### src/rtl/dma_pkg.sv
// Shared definitions for the DMA transfer engine: state encoding, write-enable
// codes and default widths.
package dma_pkg;

    localparam int ADDR_W_DEF = 15;
    localparam int CNT_W_DEF  = 16;
    localparam int DATA_W_DEF = 16;

    // Byte write enables presented on dma_we
    localparam logic [1:0] DMA_WE_READ  = 2'b00;
    localparam logic [1:0] DMA_WE_WRITE = 2'b11;

    typedef enum logic [2:0] {
        S_IDLE    = 3'd0,
        S_RD_REQ  = 3'd1,
        S_RD_WAIT = 3'd2,
        S_WR_REQ  = 3'd3,
        S_DONE    = 3'd4,
        S_ERR     = 3'd5
    } state_t;

endpackage

### src/rtl/dma_word_buf.sv
// One-word hand-off buffer between the read and write phases of a transfer.
// The valid flag marks that a read word is held and not yet written out.
module dma_word_buf
    import dma_pkg::*;
#(
    parameter int DATA_W = DATA_W_DEF
) (
    input  logic              clk,
    input  logic              rst,
    input  logic              load,
    input  logic              clear,
    input  logic [DATA_W-1:0] din,
    output logic [DATA_W-1:0] data,
    output logic              valid
);

    // Capture the read word on load; drop valid once the write is accepted
    always_ff @(posedge clk or negedge rst) begin
        if (!rst) begin
            data  <= '0;
            valid <= 1'b0;
        end else if (load) begin
            data  <= din;
            valid <= 1'b1;
        end else if (clear) begin
            valid <= 1'b0;
        end
    end

endmodule

### src/rtl/dma_xfer_engine.sv
// Single-channel memory-to-memory DMA initiator for the openMSP430 DMA master
// port. Each word is read from src, parked in a one-word buffer and written to
// dst; addresses advance by one word and wrap silently.
module dma_xfer_engine
    import dma_pkg::*;
#(
    parameter int ADDR_W = ADDR_W_DEF,
    parameter int CNT_W  = CNT_W_DEF,
    parameter int DATA_W = DATA_W_DEF
) (
    input  logic              clk,
    input  logic              rst,
    input  logic              start,
    input  logic [ADDR_W-1:0] src_addr,
    input  logic [ADDR_W-1:0] dst_addr,
    input  logic [CNT_W-1:0]  word_cnt,
    input  logic              prio,
    output logic              busy,
    output logic              done,
    output logic              error,
    output logic              dma_en,
    output logic [ADDR_W-1:0] dma_addr,
    output logic [1:0]        dma_we,
    output logic [DATA_W-1:0] dma_din,
    output logic              dma_priority,
    output logic              dma_wkup,
    input  logic              dma_ready,
    input  logic              dma_resp,
    input  logic [DATA_W-1:0] dma_dout
);

    localparam logic [ADDR_W-1:0] ADDR_ONE = ADDR_W'(1);
    localparam logic [CNT_W-1:0]  CNT_ONE  = CNT_W'(1);

    state_t            state;
    logic [ADDR_W-1:0] src_q;
    logic [ADDR_W-1:0] dst_q;
    logic [CNT_W-1:0]  cnt_q;
    logic              rd_err_q;

    logic              buf_load;
    logic              buf_clear;
    logic [DATA_W-1:0] buf_data;
    logic              buf_valid;

    // The read word arrives the cycle after the read is accepted (RD_WAIT);
    // it is released once the write that carries it has been accepted.
    assign buf_load  = (state == S_RD_WAIT);
    assign buf_clear = (state == S_WR_REQ) && dma_ready;

    dma_word_buf #(
        .DATA_W (DATA_W)
    ) u_word_buf (
        .clk   (clk),
        .rst   (rst),
        .load  (buf_load),
        .clear (buf_clear),
        .din   (dma_dout),
        .data  (buf_data),
        .valid (buf_valid)
    );

    // Write data only carries a word while one is held for writing
    assign dma_din      = buf_valid ? buf_data : '0;
    assign dma_wkup     = busy;
    assign dma_priority = prio & busy;

    // Transfer sequencer; all request outputs are registered alongside the state
    always_ff @(posedge clk or negedge rst) begin
        if (!rst) begin
            state    <= S_IDLE;
            src_q    <= '0;
            dst_q    <= '0;
            cnt_q    <= '0;
            rd_err_q <= 1'b0;
            busy     <= 1'b0;
            done     <= 1'b0;
            error    <= 1'b0;
            dma_en   <= 1'b0;
            dma_addr <= '0;
            dma_we   <= DMA_WE_READ;
        end else begin
            done  <= 1'b0;
            error <= 1'b0;
            case (state)
                S_IDLE: begin
                    if (start) begin
                        if (word_cnt != '0) begin
                            src_q    <= src_addr;
                            dst_q    <= dst_addr;
                            cnt_q    <= word_cnt;
                            busy     <= 1'b1;
                            dma_en   <= 1'b1;
                            dma_we   <= DMA_WE_READ;
                            dma_addr <= src_addr;
                            state    <= S_RD_REQ;
                        end else begin
                            // Empty transfer: report completion without any access
                            done  <= 1'b1;
                            state <= S_DONE;
                        end
                    end
                end

                S_RD_REQ: begin
                    if (dma_ready) begin
                        rd_err_q <= dma_resp;
                        dma_en   <= 1'b0;
                        state    <= S_RD_WAIT;
                    end
                end

                S_RD_WAIT: begin
                    if (rd_err_q) begin
                        busy  <= 1'b0;
                        error <= 1'b1;
                        state <= S_ERR;
                    end else begin
                        dma_en   <= 1'b1;
                        dma_we   <= DMA_WE_WRITE;
                        dma_addr <= dst_q;
                        state    <= S_WR_REQ;
                    end
                end

                S_WR_REQ: begin
                    if (dma_ready) begin
                        dma_en <= 1'b0;
                        dma_we <= DMA_WE_READ;
                        if (dma_resp) begin
                            busy  <= 1'b0;
                            error <= 1'b1;
                            state <= S_ERR;
                        end else begin
                            src_q <= src_q + ADDR_ONE;
                            dst_q <= dst_q + ADDR_ONE;
                            cnt_q <= cnt_q - CNT_ONE;
                            if (cnt_q == CNT_ONE) begin
                                busy  <= 1'b0;
                                done  <= 1'b1;
                                state <= S_DONE;
                            end else begin
                                // Next read follows immediately, no idle cycle
                                dma_en   <= 1'b1;
                                dma_addr <= src_q + ADDR_ONE;
                                state    <= S_RD_REQ;
                            end
                        end
                    end
                end

                S_DONE:  state <= S_IDLE;
                S_ERR:   state <= S_IDLE;
                default: state <= S_IDLE;
            endcase
        end
    end

endmodule

### config.mk
export PLATFORM = sky130hd
export DESIGN_NAME = dma_xfer_engine
export DESIGN_NICKNAME = d
export VERILOG_FILES = /design/src/rtl/dma_pkg.sv /design/src/rtl/dma_word_buf.sv /design/src/rtl/dma_xfer_engine.sv
export SDC_FILE = /design/constraint.sdc
export NUM_CORES = 1
export LEC_CHECK = 0
export ABC_AREA = 1
export CAP_MARGIN = 25
export CORE_MARGIN = 1.5
export CORE_UTILIZATION = 48
export CTS_CLUSTER_DIAMETER = 200
export DETAILED_ROUTE_END_ITERATION = 7
export MAX_ROUTING_LAYER = met4
export PLACE_DENSITY = 0.85
export SKIP_CTS_REPAIR_TIMING = 1
export SLEW_MARGIN = 20
export SYNTH_ARGS = -nofsm -noshare
export SYNTH_HDL_FRONTEND = slang
export SYNTH_HIERARCHICAL = 1
export SYNTH_SLANG_ARGS = --single-unit
### constraint.sdc
create_clock -name clk -period 1.35 [get_ports clk]
set_input_delay 0.2025 -clock clk [delete_from_list [all_inputs] [get_ports clk]]
set_output_delay 0.2025 -clock clk [all_outputs]
set_load 0.05 [all_outputs]
==> results of run 1 <==
sequential cells by signal, indices dropped and copies added, names as in the netlist:
signal / count
u_word_buf/data: 16
done: 1
rd_err_q: 1
dma_we: 1
src_q: 15
dma_addr: 15
dma_en: 1
dst_q: 15
busy: 1
error: 1
state: 3
cnt_q: 16
u_word_buf/valid: 1
cells in the final DEF, fill, tap and decap left out, types with 10 or more instances in the layout:
| cell type | synthesis | final |
|---|---|---|
| clkinvlp_4 | 0 | 12 |
| buf_12 | 0 | 45 |
| o21ai_1 | 33 | 40 |
| clkdlybuf4s50_1 | 0 | 66 |
| nor2_1 | 71 | 61 |
| o21ai_0 | 44 | 30 |
| buf_4 | 4 | 92 |
| nand3_1 | 68 | 66 |
| inv_1 | 82 | 65 |
| dfrtp_1 | 87 | 83 |
| nor2_2 | 4 | 10 |
| nand2_1 | 351 | 346 |
power groups by stage:
stage	registers (uW)	clock network [uW]	logic (uW)
5_1_grt	5250	2730	15300
3_5_place_dp	5030	0	13300
6_report	5100	2590	14100
4_1_cts	5000	2610	13300
2_1_floorplan	5630	0	7200
3_3_place_gp	4980	0	12900
final timing paths:
check	from	end	slack (ps)	depth (start not counted)
hold / removal	dma_dout[5]	u_word_buf/data[5]	400	3
setup / recovery	state[2]	dma_addr[2]	-340	8
hold reg to reg	u_word_buf/data[7]	u_word_buf/data[7]	470	2
min in group asynchronous	rst	src_q[1]	440	3
setup reg to reg	state[2]	dma_addr[2]	-340	8
max in group asynchronous	rst	state[2]	530	3
Yosys cell counts, types with 4 or more instances:
cell,count
ha_1,4
nand3b_1,5
inv_1,82
nand3_1,68
buf_4,4
nand2_2,6
buf_2,18
nor3_1,5
o221ai_1,5
nand2_1,351
dfrtp_1,87
a21oi_1,7
nor2_2,4
inv_2,5
o21ai_0,44
nor2_1,71
nand4_1,9
o21ai_1,33
metrics by stage:
stage                      util  instance area [um2]  setup slack (ps)  total power [uW]  hold WS [ps]
after floorplan               -                 5570             -68.7             12800         -93.1
after global placement    0.705                 7750              -574             17900           282
after detailed placement  0.705                 7750              -652             18300           285
after CTS                 0.734                 8060              -501             20900         -77.7
after global routing      0.751                 8250              -400             23300           411
final                     0.751                 8250              -338             21800           402
critical path, stage by stage (launching register included):
cell,delay [ps]
dfrtp_2,440
buf_4,150
inv_2,60
nand2_1,110
nor2_4,230
inv_4,120
o221ai_1,340
nand2_1,110
nand2_1,70
kinds of logic (layout without fill, tap and decap cells):
| logic type | Yosys count | count (layout) | synth area share |
|---|---|---|---|
| compound gates | 95 | 95 | 0.0925 |
| flops | 87 | 87 | 0.398 |
| simple gates | 527 | 527 | 0.401 |
| fa+ha+maj | 4 | 4 | 0.00914 |
| xor+xnor | 1 | 1 | 0.00160 |
| buf+inv | 119 | 313 | 0.0980 |
metal layers:
metal / vias to the layer above / share of wire / GRT usage
li1: 3008 / - / -
met4: 0 / 0.044 / 0.119
met2: 325 / 0.47 / 0.449
met3: 63 / 0.089 / 0.0504
met5: - / 0 / -
met1: 2777 / 0.40 / 0.351
area by class of cell:
class | instances | area, um2 | share of cell area
flip-flops and latches | 87 | 2180 | 0.265
well taps | 140 | 175 | 0.0212
clock buffers | 12 | 256 | 0.0311
repair buffers | 208 | 2310 | 0.280
clock inverters | 4 | 53.8 | 0.00652
multi-input cells | 627 | 2870 | 0.348
inverters | 88 | 395 | 0.0479
repair inverters | 1 | 8.76 | 0.00106
==> flow_summary.yaml, run 1 <==
outcome:
  run_status: "finished with violations"
  violations_in_the_final_reports: "negative setup slack"
grt:
  grt-ovfl-total: 0
  grt_start_max_net_pins: 88
  antenna_found_initial: 0
  grt_first_pass_wirelength_um: 25800
  vias_in_the_first_global_route: 5639
  grtUsageTotal: 0.281
logic_synthesis:
  synth_cell_type_count: 35
  synth_enable_flop_cells: 0
  top_flip_flop_cell_by_instance_count_after_synthesis: "dfrtp_1"
  postSynthRegisterBits: 87
  total_standard_cell_area_after_synthesis_mm2: 0.00548
  syn-instance-count: 833
  yosys.area.top_type: "dfrtp_1"
  ys_top_cells_by_area: "dfrtp_1 (40%), nand2_1 (24%), nand3_1 (6.2%)"
  synth-warning-count: 6
  post_synth.cell_area_avg_um2: 6.57
  top_area_cell_type_share_of_the_netlist_area: 0.398
  synthesis.nets: 905
  synth_seq_area_share: 0.398
  asyncSetResetFlopFracSynth: 1.00
sta:
  finalCritPeriodShare: 1.25
  final_period_minus_worst_setup_slack_ps: 1690
  fin_worst_skew_ps: 6.23
  setup-violations-final: 101
  fmax_ghz: 0.592
  fin_ws_ps: -338
  fin_tns_setup_ps: -19930
  slew_viol_final: 0
  grt_setup_unrepaired: "yes"
  worst_slew_pin_slew_ps: 468
  timing.final.hold_violations: 0
  max-slew-margin-rel: 0.688
power_and_ir_drop:
  clock_power_share: 0.119
  sw_frac_of_total: 0.475
  seq_power_share: 0.234
  ir_drop_mv: 1.87
  cell_leakage_power_uw: 0.00408
  pwr_density_cell_mw_per_mm2: 2640
  p_switching_uw: 10300
  design_internal_power_uw: 11400
  combinationalPowerShare: 0.647
cells_and_area:
  diodes: 0
  final_nets: 1094
  final-instance-count-excl-fill: 1167
  syn2layout_area_growth_pct: 50.6
  filler_cell_count: 787
  final_layout_size_suffix_gt1_frac: 0.220
die:
  die_height_um: 110
  boundaryPins: 107
  dieWidth_um: 110
  core.rowCount: 38
  dieArea_mm2: 0.0121
  core_region_area_mm2: 0.0110
  starting_density_of_the_core: 0.499
clock_tree:
  clkSlewWorstSetupHoldPaths_ps: 60
  tritoncts: "done"
  ctsRootBufferMaster: "clkbuf_16"
  clock_path_buffers: 2
  cts_htree_levels: 3
  tritoncts.num_buffers: 9
  insertion_delay_ps: 340
  clkSinkCount: 87
place:
  place_hpwl_um: 11600
  place_congestion: 0.974
  placement.io_buffers: 106
  dp.cells: 1147
worst_hold_path:
  holdCritPathClass: "in2reg"
drt:
  route.final.wire_length_um: 16400
  drc_viols: 0
  wl_per_cell_um: 14.1
  route.detailed.vias_per_inst: 5.29
  first_pass_iters: 5
  first_iter_violations: 563
  routed_antenna_nets: 0
  num_vias: 6173
setup_path:
  worstSetupStartpointType: "flop"
  worst-endpoint-required_ps: 1630
  type_of_destination_of_the_critical_path: "flop"
  worst_ep_arrival_time_ps: 1970
  type_of_the_setup_path_with_the_least_slack: "reg2reg"
  path_max_fanout: 9
run:
  max_cap_viol_count: 0
(Power assumes the default switching activity.)
==> inputs of run 2 (changes only) <==
Settings changed: CAP_MARGIN 25 to not set, SLEW_MARGIN 20 to 10.
==> results of run 2 <==
The final DEF is identical to that of run 1; final timing and power are the same.
==> inputs of run 3 (changes only) <==
Settings changed: ABC_AREA 1 to not set, CELL_PAD_IN_SITES_DETAIL_PLACEMENT set to 1, CELL_PAD_IN_SITES_GLOBAL_PLACEMENT set to 1, CORE_UTILIZATION 48 to 35, PLACE_DENSITY 0.85 to 0.84.
==> run 3 against run 2 <==
  * The flow still finishes with violations (negative setup slack)
  * Count of clock-buffer cells in the layout is 3 lower
  * Flip-flop and latch count stayed put
  * Critical path depth is 2 lower
  * Non-clock buffer count is 96 higher
  * Register-to-register slack worse by 660 ps
  * Clock power is 5% lower
  * Power is 31% higher
==> flow_summary.yaml, run 3 <==
outcome:
  run_status: "finished with violations"
  violations_in_the_final_reports: "negative setup slack"
logic_synthesis:
  synth_cell_type_count: 62
  post_synth.cell_area_avg_um2: 8.94
  synth-warning-count: 6
  post-synth-top-count-cell: "dfrtp_1"
  ys_top_cells_by_area: "dfrtp_1 (43%), o21ai_0 (6.2%), a21oi_1 (5.2%)"
  asyncSetResetFlopFracSynth: 1.00
  synth_seq_area_share: 0.425
  ys_top_cells_by_count: "dfrtp_1 (87), o21ai_0 (63), a21oi_1 (53), nor2_1 (52), nand2_1 (38)"
  top_flip_flop_cell_by_instance_count_after_synthesis: "dfrtp_1"
  postSynthRegisterBits: 87
  syn-instance-count: 573
  synthesis.nets: 645
  synth_enable_flop_cells: 0
  top_area_cell_type_share_of_the_netlist_area: 0.425
  yosys.area.top_type: "dfrtp_1"
  total_standard_cell_area_after_synthesis_mm2: 0.00512
cells_and_area:
  layout_top_registers: "cnt_q x16, u_word_buf/data x16"
  final_nets: 918
  diodes: 0
  commonest_non_fill_non_tap_cell_in_the_layout: "buf_4"
  final-instance-count-excl-fill: 1035
  stdcell_area_mm2: 0.00956
  layout_common_cells: "buf_4 (134), dfrtp_1 (85), clkdlybuf4s50_1 (63)"
  seqCellArea_mm2: 0.00218
  final_layout_size_suffix_gt1_frac: 0.463
  filler_cell_count: 1498
  combined_area_of_the_multi_input_logic_cells_mm2: 0.00330
  syn2layout_area_growth_pct: 86.7
sta:
  final_period_minus_worst_setup_slack_ps: 2350
  slew_viol_final: 0
  fin_worst_skew_ps: 14.0
  timing.final.hold_violations: 0
  worst_slew_pin_slew_ps: 444
  max-slew-margin-rel: 0.702
  finalCritPeriodShare: 1.74
  fin_ws_ps: -999
  setup-violations-final: 104
  fmax_ghz: 0.426
  grt_setup_unrepaired: "yes"
power_and_ir_drop:
  ir_drop_mv: 0.969
  pwr_density_cell_mw_per_mm2: 2980
  cell_leakage_power_uw: 0.00402
place:
  place_hpwl_um: 15200
  dp.cells: 970
  preCtsSetupSlack_ps: -1300
  placement.io_buffers: 106
  post_dp_cell_area_mm2: 0.00803
  place_congestion: 0.905
worst_hold_path:
  worstHoldEndpoint: "cnt_q[11]"
  worstHoldPathCells: 3
  holdCritPathClass: "in2reg"
  min-delay-start: "word_cnt[11]"
die:
  die_height_um: 124
  dieArea_mm2: 0.0154
  core.rowCount: 44
  starting_density_of_the_core: 0.355
  core_region_area_mm2: 0.0144
  dieWidth_um: 124
  boundaryPins: 107
setup_path:
  type_of_destination_of_the_critical_path: "flop"
  critical_path.reg2reg.endpoint: "dma_addr[7]"
  type_of_the_setup_path_with_the_least_slack: "reg2reg"
  worst-r2r-cell-count: 6
  setup_crit_start: "cnt_q[8]"
  path_max_fanout: 6
  worst_ep_arrival_time_ps: 2590
  worst-endpoint-required_ps: 1590
  regToRegStartpoint: "cnt_q[8]"
  regToRegSetupSlack_ps: -1000
  worstSetupStartpointType: "flop"
drt:
  wl_per_cell_um: 28.4
  num_vias: 6418
  route.detailed.vias_per_inst: 6.20
  route.final.wire_length_um: 29300
  routed_antenna_nets: 0
  first_pass_iters: 5
  drc_viols: 0
  first_iter_violations: 390
clock_tree:
  clkSlewWorstSetupHoldPaths_ps: 80
  tritoncts: "done"
  clock_path_buffers: 2
  clkSinkCount: 87
  ctsRootBufferMaster: "clkbuf_16"
  cts_htree_levels: 3
  insertion_delay_ps: 370
  tritoncts.num_buffers: 9
grt:
  grt-ovfl-total: 0
  grt_start_max_net_pins: 38
  grt_most_used_layer: "met2"
  grt.met2_usage: 0.498
  groute.layer.met1.usage: 0.306
  grtUsageTotal: 0.276
  antenna_found_initial: 0
  grt_util_met3: 0.0389
  grt_first_pass_wirelength_um: 31400
  vias_in_the_first_global_route: 6052
run:
  max_cap_viol_count: 0
==> run 3: per-stage QoR <==
stage / TNS, ps / power, uW / utilization / hold slack [ps]
floorplan: -26420 / 13300 / - / -93.1
global placement: -72060 / 19500 / 0.557 / 146
detailed placement: -74820 / 20500 / 0.557 / 150
CTS: -63660 / 23000 / 0.576 / -221
global route: -58680 / 29300 / 0.663 / 185
finish: -54700 / 28500 / 0.663 / 175
==> run 3: final cells by class <==
class	instances	area share
clock inverter	7	0.00511
clock buffer	9	0.0236
timing repair buffer	304	0.368
tap	184	0.0241
inverter	14	0.00576
sequential	87	0.228
multi-input combinational	430	0.345
==> run 3: layer usage <==
| metal | wire (um) | share of wire |
|---|---|---|
| met5 | 0 | 0 |
| met4 | 2060 | 0.070 |
| met3 | 2130 | 0.073 |
| met2 | 14600 | 0.50 |
| met1 | 10600 | 0.36 |
==> run 3: worst max path at each step <==
stage | to | slack (ps)
2_1_floorplan | dma_addr[14] | -880
3_3_place_gp | dma_addr[12] | -1250
3_5_place_dp | dma_addr[13] | -1300
4_1_cts | dma_addr[13] | -1310
5_1_grt | dma_addr[2] | -1010
6_report | dma_addr[7] | -1000
==> run 3: kinds of logic (layout without fill, tap and decap cells) <==
kind of cell / Yosys count / after routing / share of synthesized area
AND/OR/NAND/NOR: 198 / 198 / 0.197
AO/OA/AOI/OAI: 184 / 184 / 0.215
flip-flops: 87 / 87 / 0.425
buffers and inverters: 56 / 334 / 0.0491
multiplexers: 33 / 33 / 0.0846
XOR/XNOR: 11 / 11 / 0.0188
adder cells (fa/ha/maj): 4 / 4 / 0.00978
==> run 3: worst max-delay path, stage by stage, from the launching register on <==
cell and delay (ps):
dfrtp_1 460, or4_4 550, nor4_4 450, o311a_4 230, nor2_4 60, buf_12 160, mux2_4 310
==> run 3: power by group <==
part           internal [uW]  leakage, uW  switching (uW)
clock network           1250     0.000124            1220
registers               3910      0.00104            1400
logic                   9920      0.00285           10800
total                  15100      0.00402           13400
